<file path="config.mk">
export PLATFORM = sky130hd
export DESIGN_NAME = reaction_fsm_flat
export DESIGN_NICKNAME = d
export VERILOG_FILES = /design/src/rtl/reaction_fsm_if.sv /design/src/rtl/reaction_fsm.sv /design/src/flat_wrapper.sv
export SDC_FILE = /design/constraint.sdc
export NUM_CORES = 1
export LEC_CHECK = 0
export CAP_MARGIN = 20
export CORE_MARGIN = 2
export CORE_UTILIZATION = 33
export DETAILED_ROUTE_END_ITERATION = 10
export PLACE_DENSITY_LB_ADDON = 0.15
export SLEW_MARGIN = 0
export SYNTH_ARGS = -nofsm -noshare
export SYNTH_HDL_FRONTEND = slang
export SYNTH_SLANG_ARGS = --single-unit
export TNS_END_PERCENT = 20
</file>
<file path="constraint.sdc">
create_clock -name clk -period 3.95 [get_ports clk]
set_input_delay 0.79 -clock clk [delete_from_list [all_inputs] [get_ports clk]]
set_output_delay 0.79 -clock clk [all_outputs]
set_load 0.01 [all_outputs]
</file>
<file path="src/rtl/reaction_fsm_if.sv">
// Reaction timer control bus: buttons and generator outputs in, state and
// timing results out.
//   master : bench or upstream logic (drives buttons and generator values)
//   slave  : reaction_fsm
interface reaction_fsm_if #(
    parameter int unsigned TIME_W = 14
);
    localparam int unsigned CNT_W = 12;
    localparam int unsigned RND_W = 13;

    logic              pushButton1;
    logic              pushButton2;
    logic [CNT_W-1:0]  counter_321;
    logic [RND_W-1:0]  randomTime;
    logic [2:0]        fState;
    logic [1:0]        countdownDigit;
    logic              stimulusLed;
    logic [TIME_W-1:0] reactionTime;
    logic [TIME_W-1:0] bestTime;
    logic              tooEarly;
    logic              newBest;

    modport master (
        output pushButton1, pushButton2, counter_321, randomTime,
        input  fState, countdownDigit, stimulusLed, reactionTime, bestTime,
               tooEarly, newBest
    );

    modport slave (
        input  pushButton1, pushButton2, counter_321, randomTime,
        output fState, countdownDigit, stimulusLed, reactionTime, bestTime,
               tooEarly, newBest
    );
endinterface

</file>
<file path="src/rtl/reaction_fsm.sv">
// Reaction timer control FSM. Sequences IDLE -> PREP (countdown + random
// delay) -> TEST (stimulus on, count ms) -> RESULT, or EARLY on a premature
// press, and keeps the best valid reaction time since reset.
// Ports:
//   clk : 1 kHz tick clock
//   rst : synchronous active-high reset
//   bus : reaction_fsm_if.slave (buttons/generator in, state/results out)
module reaction_fsm #(
    parameter int unsigned MAX_TIME = 9999,
    parameter int unsigned TIME_W   = 14
) (
    input  logic          clk,
    input  logic          rst,
    reaction_fsm_if.slave bus
);
    localparam logic [TIME_W-1:0] MAX_T = TIME_W'(MAX_TIME);

    typedef enum logic [2:0] {
        S_IDLE   = 3'b000,
        S_PREP   = 3'b001,
        S_TEST   = 3'b010,
        S_RESULT = 3'b011,
        S_EARLY  = 3'b100
    } state_e;

    state_e            state_q, state_d;
    logic [TIME_W-1:0] cnt_q, cnt_d;
    logic [TIME_W-1:0] reaction_q, reaction_d;
    logic [TIME_W-1:0] best_q, best_d;
    logic              new_best_q, new_best_d;
    logic              pb1_prev_q, pb2_prev_q;
    logic              pb1_rise, pb2_rise;
    logic [1:0]        digit;

    // Rising edges; previous levels reset high so a held button is not an edge
    assign pb1_rise = bus.pushButton1 & ~pb1_prev_q;
    assign pb2_rise = bus.pushButton2 & ~pb2_prev_q;

    // Next-state and datapath
    always_comb begin
        state_d    = state_q;
        cnt_d      = cnt_q;
        reaction_d = reaction_q;
        best_d     = best_q;
        new_best_d = 1'b0;
        case (state_q)
            S_IDLE: begin
                if (pb1_rise) state_d = S_PREP;
            end
            S_PREP: begin
                if (pb2_rise) begin
                    state_d = S_EARLY;
                end else if ((bus.counter_321 < 12'd3) && (bus.randomTime == 13'd0)) begin
                    state_d = S_TEST;
                    cnt_d   = '0;
                end
            end
            S_TEST: begin
                // A press landing on the saturated count is a timeout, not a best
                if (pb2_rise || (cnt_q == MAX_T)) begin
                    reaction_d = cnt_q;
                    state_d    = S_RESULT;
                    if (pb2_rise && (cnt_q != MAX_T) && (cnt_q < best_q)) begin
                        best_d     = cnt_q;
                        new_best_d = 1'b1;
                    end
                end else begin
                    cnt_d = cnt_q + TIME_W'(1);
                end
            end
            S_RESULT: begin
                if (pb1_rise) state_d = S_IDLE;
            end
            S_EARLY: begin
                if (pb1_rise) state_d = S_IDLE;
            end
            default: state_d = S_IDLE;
        endcase
    end

    // Countdown digit from the generator count, blanked outside PREP
    always_comb begin
        digit = 2'd0;
        if (state_q == S_PREP) begin
            if (bus.counter_321 > 12'd2000)      digit = 2'd3;
            else if (bus.counter_321 > 12'd1000) digit = 2'd2;
            else if (bus.counter_321 > 12'd0)    digit = 2'd1;
            else                                 digit = 2'd0;
        end
    end

    always_ff @(posedge clk) begin
        if (rst) begin
            state_q    <= S_IDLE;
            cnt_q      <= '0;
            reaction_q <= '0;
            best_q     <= MAX_T;
            new_best_q <= 1'b0;
            pb1_prev_q <= 1'b1;
            pb2_prev_q <= 1'b1;
        end else begin
            state_q    <= state_d;
            cnt_q      <= cnt_d;
            reaction_q <= reaction_d;
            best_q     <= best_d;
            new_best_q <= new_best_d;
            pb1_prev_q <= bus.pushButton1;
            pb2_prev_q <= bus.pushButton2;
        end
    end

    assign bus.fState         = state_q;
    assign bus.countdownDigit = digit;
    assign bus.stimulusLed    = (state_q == S_TEST);
    assign bus.tooEarly       = (state_q == S_EARLY);
    assign bus.reactionTime   = reaction_q;
    assign bus.bestTime       = best_q;
    assign bus.newBest        = new_best_q;
endmodule

</file>
<file path="src/flat_wrapper.sv">
// flat-port wrapper written by rule: the top's interface ports become plain ports
module reaction_fsm_flat 
#(
    parameter int unsigned MAX_TIME = 9999,
    parameter int unsigned TIME_W   = 14
)
  (clk, rst, bus_pushButton1, bus_pushButton2, bus_counter_321, bus_randomTime, bus_fState, bus_countdownDigit, bus_stimulusLed, bus_reactionTime, bus_bestTime, bus_tooEarly, bus_newBest);
  reaction_fsm_if #(.TIME_W(TIME_W)) bus_i ();
  input  logic clk;
  input  logic rst;
  input wire logic [$bits(bus_i.pushButton1)-1:0] bus_pushButton1;
  input wire logic [$bits(bus_i.pushButton2)-1:0] bus_pushButton2;
  input wire logic [$bits(bus_i.counter_321)-1:0] bus_counter_321;
  input wire logic [$bits(bus_i.randomTime)-1:0] bus_randomTime;
  output wire logic [$bits(bus_i.fState)-1:0] bus_fState;
  output wire logic [$bits(bus_i.countdownDigit)-1:0] bus_countdownDigit;
  output wire logic [$bits(bus_i.stimulusLed)-1:0] bus_stimulusLed;
  output wire logic [$bits(bus_i.reactionTime)-1:0] bus_reactionTime;
  output wire logic [$bits(bus_i.bestTime)-1:0] bus_bestTime;
  output wire logic [$bits(bus_i.tooEarly)-1:0] bus_tooEarly;
  output wire logic [$bits(bus_i.newBest)-1:0] bus_newBest;
  assign bus_i.pushButton1 = bus_pushButton1;
  assign bus_i.pushButton2 = bus_pushButton2;
  assign bus_i.counter_321 = bus_counter_321;
  assign bus_i.randomTime = bus_randomTime;
  assign bus_fState = bus_i.fState;
  assign bus_countdownDigit = bus_i.countdownDigit;
  assign bus_stimulusLed = bus_i.stimulusLed;
  assign bus_reactionTime = bus_i.reactionTime;
  assign bus_bestTime = bus_i.bestTime;
  assign bus_tooEarly = bus_i.tooEarly;
  assign bus_newBest = bus_i.newBest;
  reaction_fsm #(.MAX_TIME(MAX_TIME), .TIME_W(TIME_W)) u_core (.clk(clk), .rst(rst), .bus(bus_i));
endmodule
</file>
== After elaboration in Yosys (flattened, before gate mapping) ==
Index checks and enable logic that the tools add are counted.
Word-level totals
  logic and storage cells: 60
  output and inout port bits: 36
  flip-flop bits (word level): 48
  input bits: 29
Operators by class
  equality and inequality tests: 13
  mux-type cells: 15
  magnitude comparators: 5
  $add $sub $neg: 1
  reduce and logical (&&, ||, !) cells: 13
  bitwise operators: 6
Operators with widths (number)
  14-bit 2-to-1 mux: 3
  14-bit case mux with 2 select lines: 1
  3-bit 2-to-1 mux: 5
  14-bit by 1-bit adder with 14-bit output (second input constant): 1
  14-bit equality test (second input constant): 1
  14-bit less-than comparator: 1
  14-bit != test (second input constant): 1
  13-bit zero test: 1
  12-bit by 1-bit greater-than comparator with 1-bit output (second input constant): 1
  12-bit by 10-bit greater-than comparator with 1-bit output (second input constant): 1
  12-bit by 11-bit greater-than comparator with 1-bit output (second input constant): 1
  12-bit by 2-bit less-than comparator with 1-bit output (second input constant): 1
  3-bit case mux with 4 select lines: 1
  2-bit by 1-bit != test with 1-bit output (second input constant): 4
  4-bit AND reduction: 2
  3-bit by 2-bit equality test with 1-bit output (second input constant): 2
  2-bit 2-to-1 mux: 3
  2-bit != test (second input constant): 2
  1-bit inverter: 4
  3-bit by 1-bit equality test with 1-bit output (second input constant): 1
  3-bit equality test (second input constant): 1
  1-bit logical AND: 3
  3-bit zero test: 1
  3-bit by 1-bit != test with 1-bit output (second input constant): 1
  other kinds (8): 10

== Logic depth before layout (Yosys ltp) ==
Gate-level depths: netlist of run 1.
  depth after elaboration: 5
  gate-level depth with buffers: 8
  gate-level depth less buffers: 7

== Worst setup path before layout of run 1 ==
OpenSTA, ideal clock, no wires.
  path type: input to output
  from: input port bus_counter_321[0]
  to: output port bus_countdownDigit[0]
  path buffers: 0
  path slack: 1.401 ns
  stages: 5
  data required time: 3.160 ns
  arrival time: 1.759 ns
  cell sequence: o31a_1 > o211ai_1 > nand2_1 > a22o_1 > a21oi_1
Between the ends
  longest elaborated chain between the ends: 5
  elaborated cells between the ends (all ways): 7
  those cells by class: 3 x order compare; 4 x mux
Ends and longest elaborated chain
  start, declared: RTL line flat_wrapper.sv:13  | input wire logic [$bits(bus_i.counter_321)-1:0] bus_counter_321;
  12-bit by 1-bit greater-than comparator with 1-bit output: RTL line reaction_fsm.sv:87  | else if (bus.counter_321 > 12'd0) digit = 2'd1;
  1-bit 2-to-1 mux: RTL line reaction_fsm.sv:87
  2-bit 2-to-1 mux: RTL line reaction_fsm.sv:86  | else if (bus.counter_321 > 12'd1000) digit = 2'd2;
  2-bit 2-to-1 mux *: RTL line reaction_fsm.sv:85  | if (bus.counter_321 > 12'd2000) digit = 2'd3;
  2-bit 2-to-1 mux *: RTL line reaction_fsm.sv:84  | if (state_q == S_PREP) begin
  end, declared: RTL line flat_wrapper.sv:16  | output wire logic [$bits(bus_i.countdownDigit)-1:0] bus_countdownDigit;
Every way passes the cells marked *; elsewhere a longest branch is shown, timed or not.

== Final worst setup path of run 1 ==
Same ends and word-level chain as after synthesis.

==> impl_metrics.py, run 1 <==
metrics = {
    "outcome": {
        "status": "complete, no violations",
    },
    "critical_path": {
        "crit_path_start": "bus_counter_321[0]",
        "start_kind": "primary input",
        "cp_data_required_time_ns": 3.16,
        "regToRegStartpoint": "u_core.cnt_q[1]",
        "end_kind": "output pin",
        "crit_chain": "clkdlybuf4s50_1 > o31a_1 > o211ai_1 > nand2_1 > a22o_1 > a21oi_1 > clkdlybuf4s50_1",
        "cp_max_fo": 3,
        "critPathMaxStageDelay_ns": 0.55,
        "cp_slowest_cell": "clkdlybuf4s50_1",
        "path_class": "in -> out",
        "crit_top_cell": "clkdlybuf4s50_1",
        "cp.arrival_ns": 2.77,
    },
    "power": {
        "p_sw_share_pct": 25.13,
        "p_per_area_nw_per_um2": 268.6,
        "p_int_uw": 700.7,
        "max-vdd-ir-drop_mv": 0.1583,
        "power.share.sequential_pct": 53.3,
        "clock_power_share_pct": 33.1,
        "p_comb_share_pct": 13.5,
        "p_switching_uw": 235.2,
        "power.leakage_uw": 0.001262,
    },
    "synthesis": {
        "synth_compound_area_share_pct": 14.50,
        "synth_flop_cell": "dfxtp_1",
        "synth_cell_type_count": 54,
        "synthAdderAreaFrac_pct": 6.527,
        "yosys.area_share.simple_pct": 23.54,
        "syn_area_um2": 2684,
        "syn_nets": 350,
        "synth_xor_xnor_area_share_pct": 0,
        "synth_top_family_by_area": "simple AND/OR/NAND/NOR gates",
        "ys_seq_area_share_pct": 35.80,
        "yosysWarnings": 0,
        "synth_area_leader_cell": "dfxtp_1",
        "synth-seq-cells": 48,
        "syn_area_per_cell_um2": 8.742,
        "yosysTopAreaCellShare_pct": 35.80,
        "synth_enable_flop_cells": 0,
        "yosys-top-cells-area": "dfxtp_1 36%, mux2i_1 13%, ha_1 6.5%",
        "async_flop_share_pct": 0,
        "synth_cells": 307,
        "synth_common_cells": "48 x dfxtp_1, 36 x mux2i_1, 36 x nand2_1, 36 x nor2_1",
        "synth.area.mux_share_pct": 13.85,
        "synth.most_common_cell": "dfxtp_1",
    },
    "finish": {
        "num-nets-final": 409,
        "insertedDiodeCount": 0,
        "area_delta_synth_final_pct": 29.84,
        "finish.utilization_pct": 44.63,
        "fillers": 779,
        "layout-drive-gt1-share_pct": 5.722,
    },
    "die": {
        "num_io_pins": 65,
        "core_area_um2": 7807,
        "initial_core_util_pct": 34.38,
        "die_h_um": 94.18,
        "num_rows": 32,
        "fp.dieArea_um2": 8870,
        "die_x_um": 94.18,
    },
    "placement": {
        "place.gp.congestion": 0.7919,
        "dp_hpwl_um": 4994,
        "numPortBuffers": 64,
        "place_ws_ns": 0.4027,
    },
    "grt": {
        "grt_max_degree": 25,
        "gr-total-overflow": 0,
        "grtUsageTotal_pct": 16.43,
        "grt_pass1_vias": 2319,
        "grt_pass1_wl_um": 11510,
        "antenna_found_initial": 0,
    },
    "sta": {
        "worstMarginPinSlew_ns": 0.8088,
        "period_minus_slack_ns": 3.561,
        "hold_viol_final": 0,
        "slew_violations": 0,
        "clock_skew_ns": 0.005833,
        "min_period_over_period_pct": 90.14,
        "max_slew_margin_pct": 45.93,
        "rsz0062_at_grt": "false",
        "setup-violations-final": 0,
        "fmax_mhz": 280.9,
        "fin_setup_tns_ns": 0,
        "timing.final.ws_setup_ns": 0.3895,
    },
    "routing": {
        "wl_met1_um": 3367,
        "drt-initial-drc-count": 122,
        "top_layer": "met4",
        "met2_length_um": 3065,
        "ant_nets": 0,
        "vias_per_cell": 5.115,
        "wl_per_cell_um": 14.52,
        "drt-total-wl_um": 6810,
        "dr_total_vias": 2399,
        "drc": 0,
        "first_pass_iters": 4,
        "dr_wl_met3_um": 301,
    },
    "cts": {
        "cts_max_path_buffers": 2,
        "htreeDepth": 2,
        "cts_tree": "done",
        "hold_buffers": 0,
        "cts.sinks": 48,
        "cts_root_buffer": "clkbuf_8",
        "postCtsSetupBuffers": 0,
        "cts_buffers": 5,
        "clock_latency_ns": 0.30,
        "post_cts_resized": 0,
        "path_clk_slew_ns": 0.09,
    },
    "job": {
        "drv_cap": 0,
    },
    "worst_hold_path": {
        "hold_path_class": "reg -> reg",
        "worstHoldStart": "u_core.bus.bestTime[4]",
    },
}
-- layout by cell type, fill, tap and decap left out, drive strengths merged, types with 3 or more instances in the layout --
master / count
inv: 17
o211ai: 3
buf: 3
clkdlybuf4s50: 64
and4: 4
nand2b: 7
o2111ai: 3
ha: 14
nand2: 36
mux2i: 36
a21oi: 18
a211oi: 3
and3: 3
dfxtp: 48
o21ai: 5
a2111o: 5
clkbuf: 7
nand3: 9
nor4: 4
nor3: 4
nand4: 9
nor2: 37
-- power groups by stage --
stage / clock network, uW / logic, uW / registers (uW)
6_report: 310 / 127 / 499
5_1_grt: 346 / 139 / 501
4_1_cts: 326 / 127 / 499
3_5_place_dp: 0 / 126 / 511
3_3_place_gp: 0 / 125 / 511
2_1_floorplan: 0 / 70.0 / 505
-- critical path: cells and delay by family --
family / cells / cell delay [ns]
and+or+nand+nor: 1 / 0.08
buffers and inverters: 2 / 0.99
AOI/OAI and AO/OA: 4 / 0.90
-- cells by family (layout without fill, tap and decap cells) --
| group | after synthesis | after routing |
|---|---|---|
| buffers and inverters | 34 | 94 |
| and+or+nand+nor | 125 | 125 |
| adders and majority gates | 14 | 14 |
| AOI/OAI and AO/OA | 49 | 49 |
| DFF | 48 | 48 |
| muxes | 37 | 37 |
-- worst paths after layout --
check        slack, ns  cells after the start                      to
min reg2reg       0.48                      2  u_core.bus.bestTime[4]
min               0.48                      2  u_core.bus.bestTime[4]
max               0.39                      7   bus_countdownDigit[0]
max reg2reg       1.31                      6    u_core.bus.fState[0]
-- through the flow --
stage          area, um^2  instances  hold slack [ns]  power, uW
3_3_place_gp         3391        461           0.4606      635.7
4_1_cts              3485        469           0.4818      952.6
3_5_place_dp         3391        461           0.4680      636.6
2_1_floorplan        2684        307           0.4791      575.5
5_1_grt              3485        469           0.5021      986.1
6_report             3485        469           0.4777      935.9
-- metal layers --
metal  global-route usage (%)  vias to the layer above
met3                    3.291                        7
met4                    4.952                        0
met2                    25.54                       48
li1                         -                     1218
met5                        0                        -
met1                    22.91                     1126
-- state kept, by name (all words and copies together), names as in the netlist --
signal / cells
u_core.bus.newBest: 1
u_core.bus.reactionTime: 14
u_core.cnt_q: 14
u_core.pb1_prev_q: 1
u_core.pb2_prev_q: 1
u_core.bus.bestTime: 14
u_core.bus.fState: 3
-- area by class of cell --
| cell class | instances | area [um^2] | area share [%] |
|---|---|---|---|
| Clock buffer | 7 | 86.33 | 2.478 |
| Clock inverter | 1 | 7.507 | 0.2154 |
| Inverter | 19 | 71.32 | 2.047 |
| Multi-Input combinational cell | 225 | 1568 | 44.99 |
| Sequential cell | 48 | 960.9 | 27.58 |
| Tap cell | 102 | 127.6 | 3.662 |
| Timing Repair Buffer | 67 | 663.1 | 19.03 |
(Power assumes the default switching activity.)
==> run 2: changes to the inputs <==
--- a/config.mk
+++ b/config.mk
@@ -7,7 +7,7 @@
 export LEC_CHECK = 0
 export CAP_MARGIN = 20
 export CORE_MARGIN = 2
-export CORE_UTILIZATION = 33
+export CORE_UTILIZATION = 53
 export DETAILED_ROUTE_END_ITERATION = 10
 export PLACE_DENSITY_LB_ADDON = 0.15
 export SLEW_MARGIN = 0
==> run 2 against run 1 <==
- wire length fell by 5.6%
- critical path type unchanged
- die area fell by 36%
- clock power rose by 32%
- setup slack got worse by 0.034 ns
- cell count fell by 7.7%
- global-route usage rose by 8.3 points
- flip-flop and latch count did not move
- power rose by 11%
- design area fell by 0.25%
- critical endpoint unchanged
==> impl_metrics.py, run 2 (same netlist as run 1, synthesis figures left out) <==
metrics = {
    "die": {
        "die_h_um": 75.16,
        "fp.dieArea_um2": 5649,
        "core_area_um2": 4817,
        "num_rows": 25,
        "die_x_um": 75.16,
        "initial_core_util_pct": 55.71,
        "num_io_pins": 65,
    },
    "finish": {
        "final_cell_mix": "64 x clkdlybuf4s50_1, 48 x dfxtp_1, 36 x nor2_1, 36 x nand2_1, 36 x mux2i_1",
        "layout-drive-gt1-share_pct": 5.738,
        "area_delta_synth_final_pct": 29.51,
        "insertedDiodeCount": 0,
        "instances_no_fill": 433,
        "num-nets-final": 409,
        "final_common_cell": "clkdlybuf4s50_1",
        "finish.utilization_pct": 72.16,
        "fillers": 394,
    },
    "cts": {
        "htreeDepth": 2,
        "hold_buffers": 0,
        "cts_buffers": 5,
        "path_clk_slew_ns": 0.09,
        "cts_root_buffer": "clkbuf_8",
        "post_cts_resized": 0,
        "cts_max_path_buffers": 2,
        "cts_tree": "done",
        "postCtsSetupBuffers": 0,
        "cts.sinks": 48,
        "clock_latency_ns": 0.30,
    },
    "critical_path": {
        "cp_num_cells": 7,
        "cp_max_fo": 3,
        "cp_slowest_cell": "clkdlybuf4s50_1",
        "crit_top_cell": "clkdlybuf4s50_1",
        "critPathMaxStageDelay_ns": 0.56,
        "regToRegStartpoint": "u_core.cnt_q[1]",
        "cp_data_required_time_ns": 3.16,
        "cp.arrival_ns": 2.80,
        "end_kind": "output pin",
        "crit_chain": "clkdlybuf4s50_1 > o31a_1 > o211ai_1 > nand2_1 > a22o_1 > a21oi_1 > clkdlybuf4s50_1",
        "r2r_slack_ns": 1.34,
        "r2r_cells": 6,
        "reg2reg_to": "u_core.bus.fState[0]",
        "path_buf_inv": 2,
        "start_kind": "primary input",
        "path_class": "in -> out",
        "critPathTopFamily": "buffers and inverters",
    },
    "placement": {
        "dp_hpwl_um": 4714,
        "dp_cells": 426,
        "numPortBuffers": 64,
        "place.gp.congestion": 0.8040,
    },
    "sta": {
        "slew_violations": 0,
        "hold_viol_final": 0,
        "period_minus_slack_ns": 3.594,
        "min_period_over_period_pct": 90.99,
        "clock_skew_ns": 0.007949,
        "fmax_mhz": 278.2,
        "setup-violations-final": 0,
        "max_slew_margin_pct": 49.36,
        "worstMarginPinSlew_ns": 0.7575,
        "rsz0062_at_grt": "false",
        "fin_setup_tns_ns": 0,
    },
    "routing": {
        "drt-initial-drc-count": 139,
        "wl_per_cell_um": 14.85,
        "ant_nets": 0,
        "drc": 0,
        "first_pass_iters": 6,
        "dr_total_vias": 2411,
        "vias_per_cell": 5.568,
        "drt-total-wl_um": 6430,
    },
    "power": {
        "p_per_area_nw_per_um2": 297.9,
        "power.leakage_uw": 0.001282,
        "power.total_uw": 1036,
        "max-vdd-ir-drop_mv": 0.2611,
    },
    "worst_hold_path": {
        "worstHoldStart": "u_core.bus.bestTime[7]",
        "holdPathEnd": "u_core.bus.bestTime[7]",
        "hold-path-cell-count": 2,
        "hold_path_class": "reg -> reg",
    },
    "grt": {
        "grt_max_degree": 41,
        "antenna_found_initial": 0,
        "grtUsageTotal_pct": 24.70,
        "grt_pass1_wl_um": 10700,
        "gr-total-overflow": 0,
        "grt_pass1_vias": 2312,
    },
    "job": {
        "drv_cap": 0,
    },
    "outcome": {
        "status": "complete, no violations",
    },
}
run 2: changes by cell type in the layout (fill, tap and decap cells not counted):
| cell | before | now |
|---|---|---|
| bufinv_16 | 0 | 2 |
| clkbuf_1 | 1 | 0 |
| clkbuf_8 | 6 | 5 |
| clkinvlp_4 | 1 | 0 |
run 2: final cells by class:
class                   instances  area [um^2]  area share [%]
repair buffers                 67        663.1           19.08
multi-input cells             225         1568           45.10
clock inverters                 2        60.06           1.728
flip-flops and latches         48        960.9           27.65
clock buffers                   5        68.82           1.980
well taps                      67        83.83           2.412
inverters                      19        71.32           2.052
run 2: worst max path at each step:
stage,end,slack (ns),startpoint
after global routing,bus_countdownDigit[0],0.28,bus_counter_321[0]
after global placement,bus_countdownDigit[0],0.46,bus_counter_321[0]
after detailed placement,bus_countdownDigit[0],0.37,bus_counter_321[0]
after CTS,bus_countdownDigit[0],0.37,bus_counter_321[0]
final,bus_countdownDigit[0],0.36,bus_counter_321[0]
after floorplan,bus_countdownDigit[0],1.40,bus_counter_321[0]
run 2: routing by layer:
layer  vias up  GRT usage [%]  wire length, um
met2        63          42.30             3170
met3         9          4.552              365
met4         0          7.602               76
met5         -              0                0
met1      1128          31.63             2818
li1       1211              -                -
run 2: through the flow:
step | area (um^2) | hold slack [ns] | worst slack [ns]
final | 3476 | 0.4766 | 0.3557
after global routing | 3476 | 0.4981 | 0.2777
after CTS | 3476 | 0.4807 | 0.3681
after detailed placement | 3347 | 0.4686 | 0.3725
after global placement | 3339 | 0.4577 | 0.4550
after floorplan | 2684 | 0.4791 | 1.401
run 2: worst min-delay path: cells and delay by family (launching register included):
family / cells / cell delay (ns)
and+or+nand+nor: 1 / 0.05
DFF: 1 / 0.33
muxes: 1 / 0.05
run 2: power breakdown:
part           leakage [uW]  internal, uW  switching (uW)
clock network     0.0000642           249             160
logic              0.000830          69.1            58.2
registers          0.000388           489            10.0
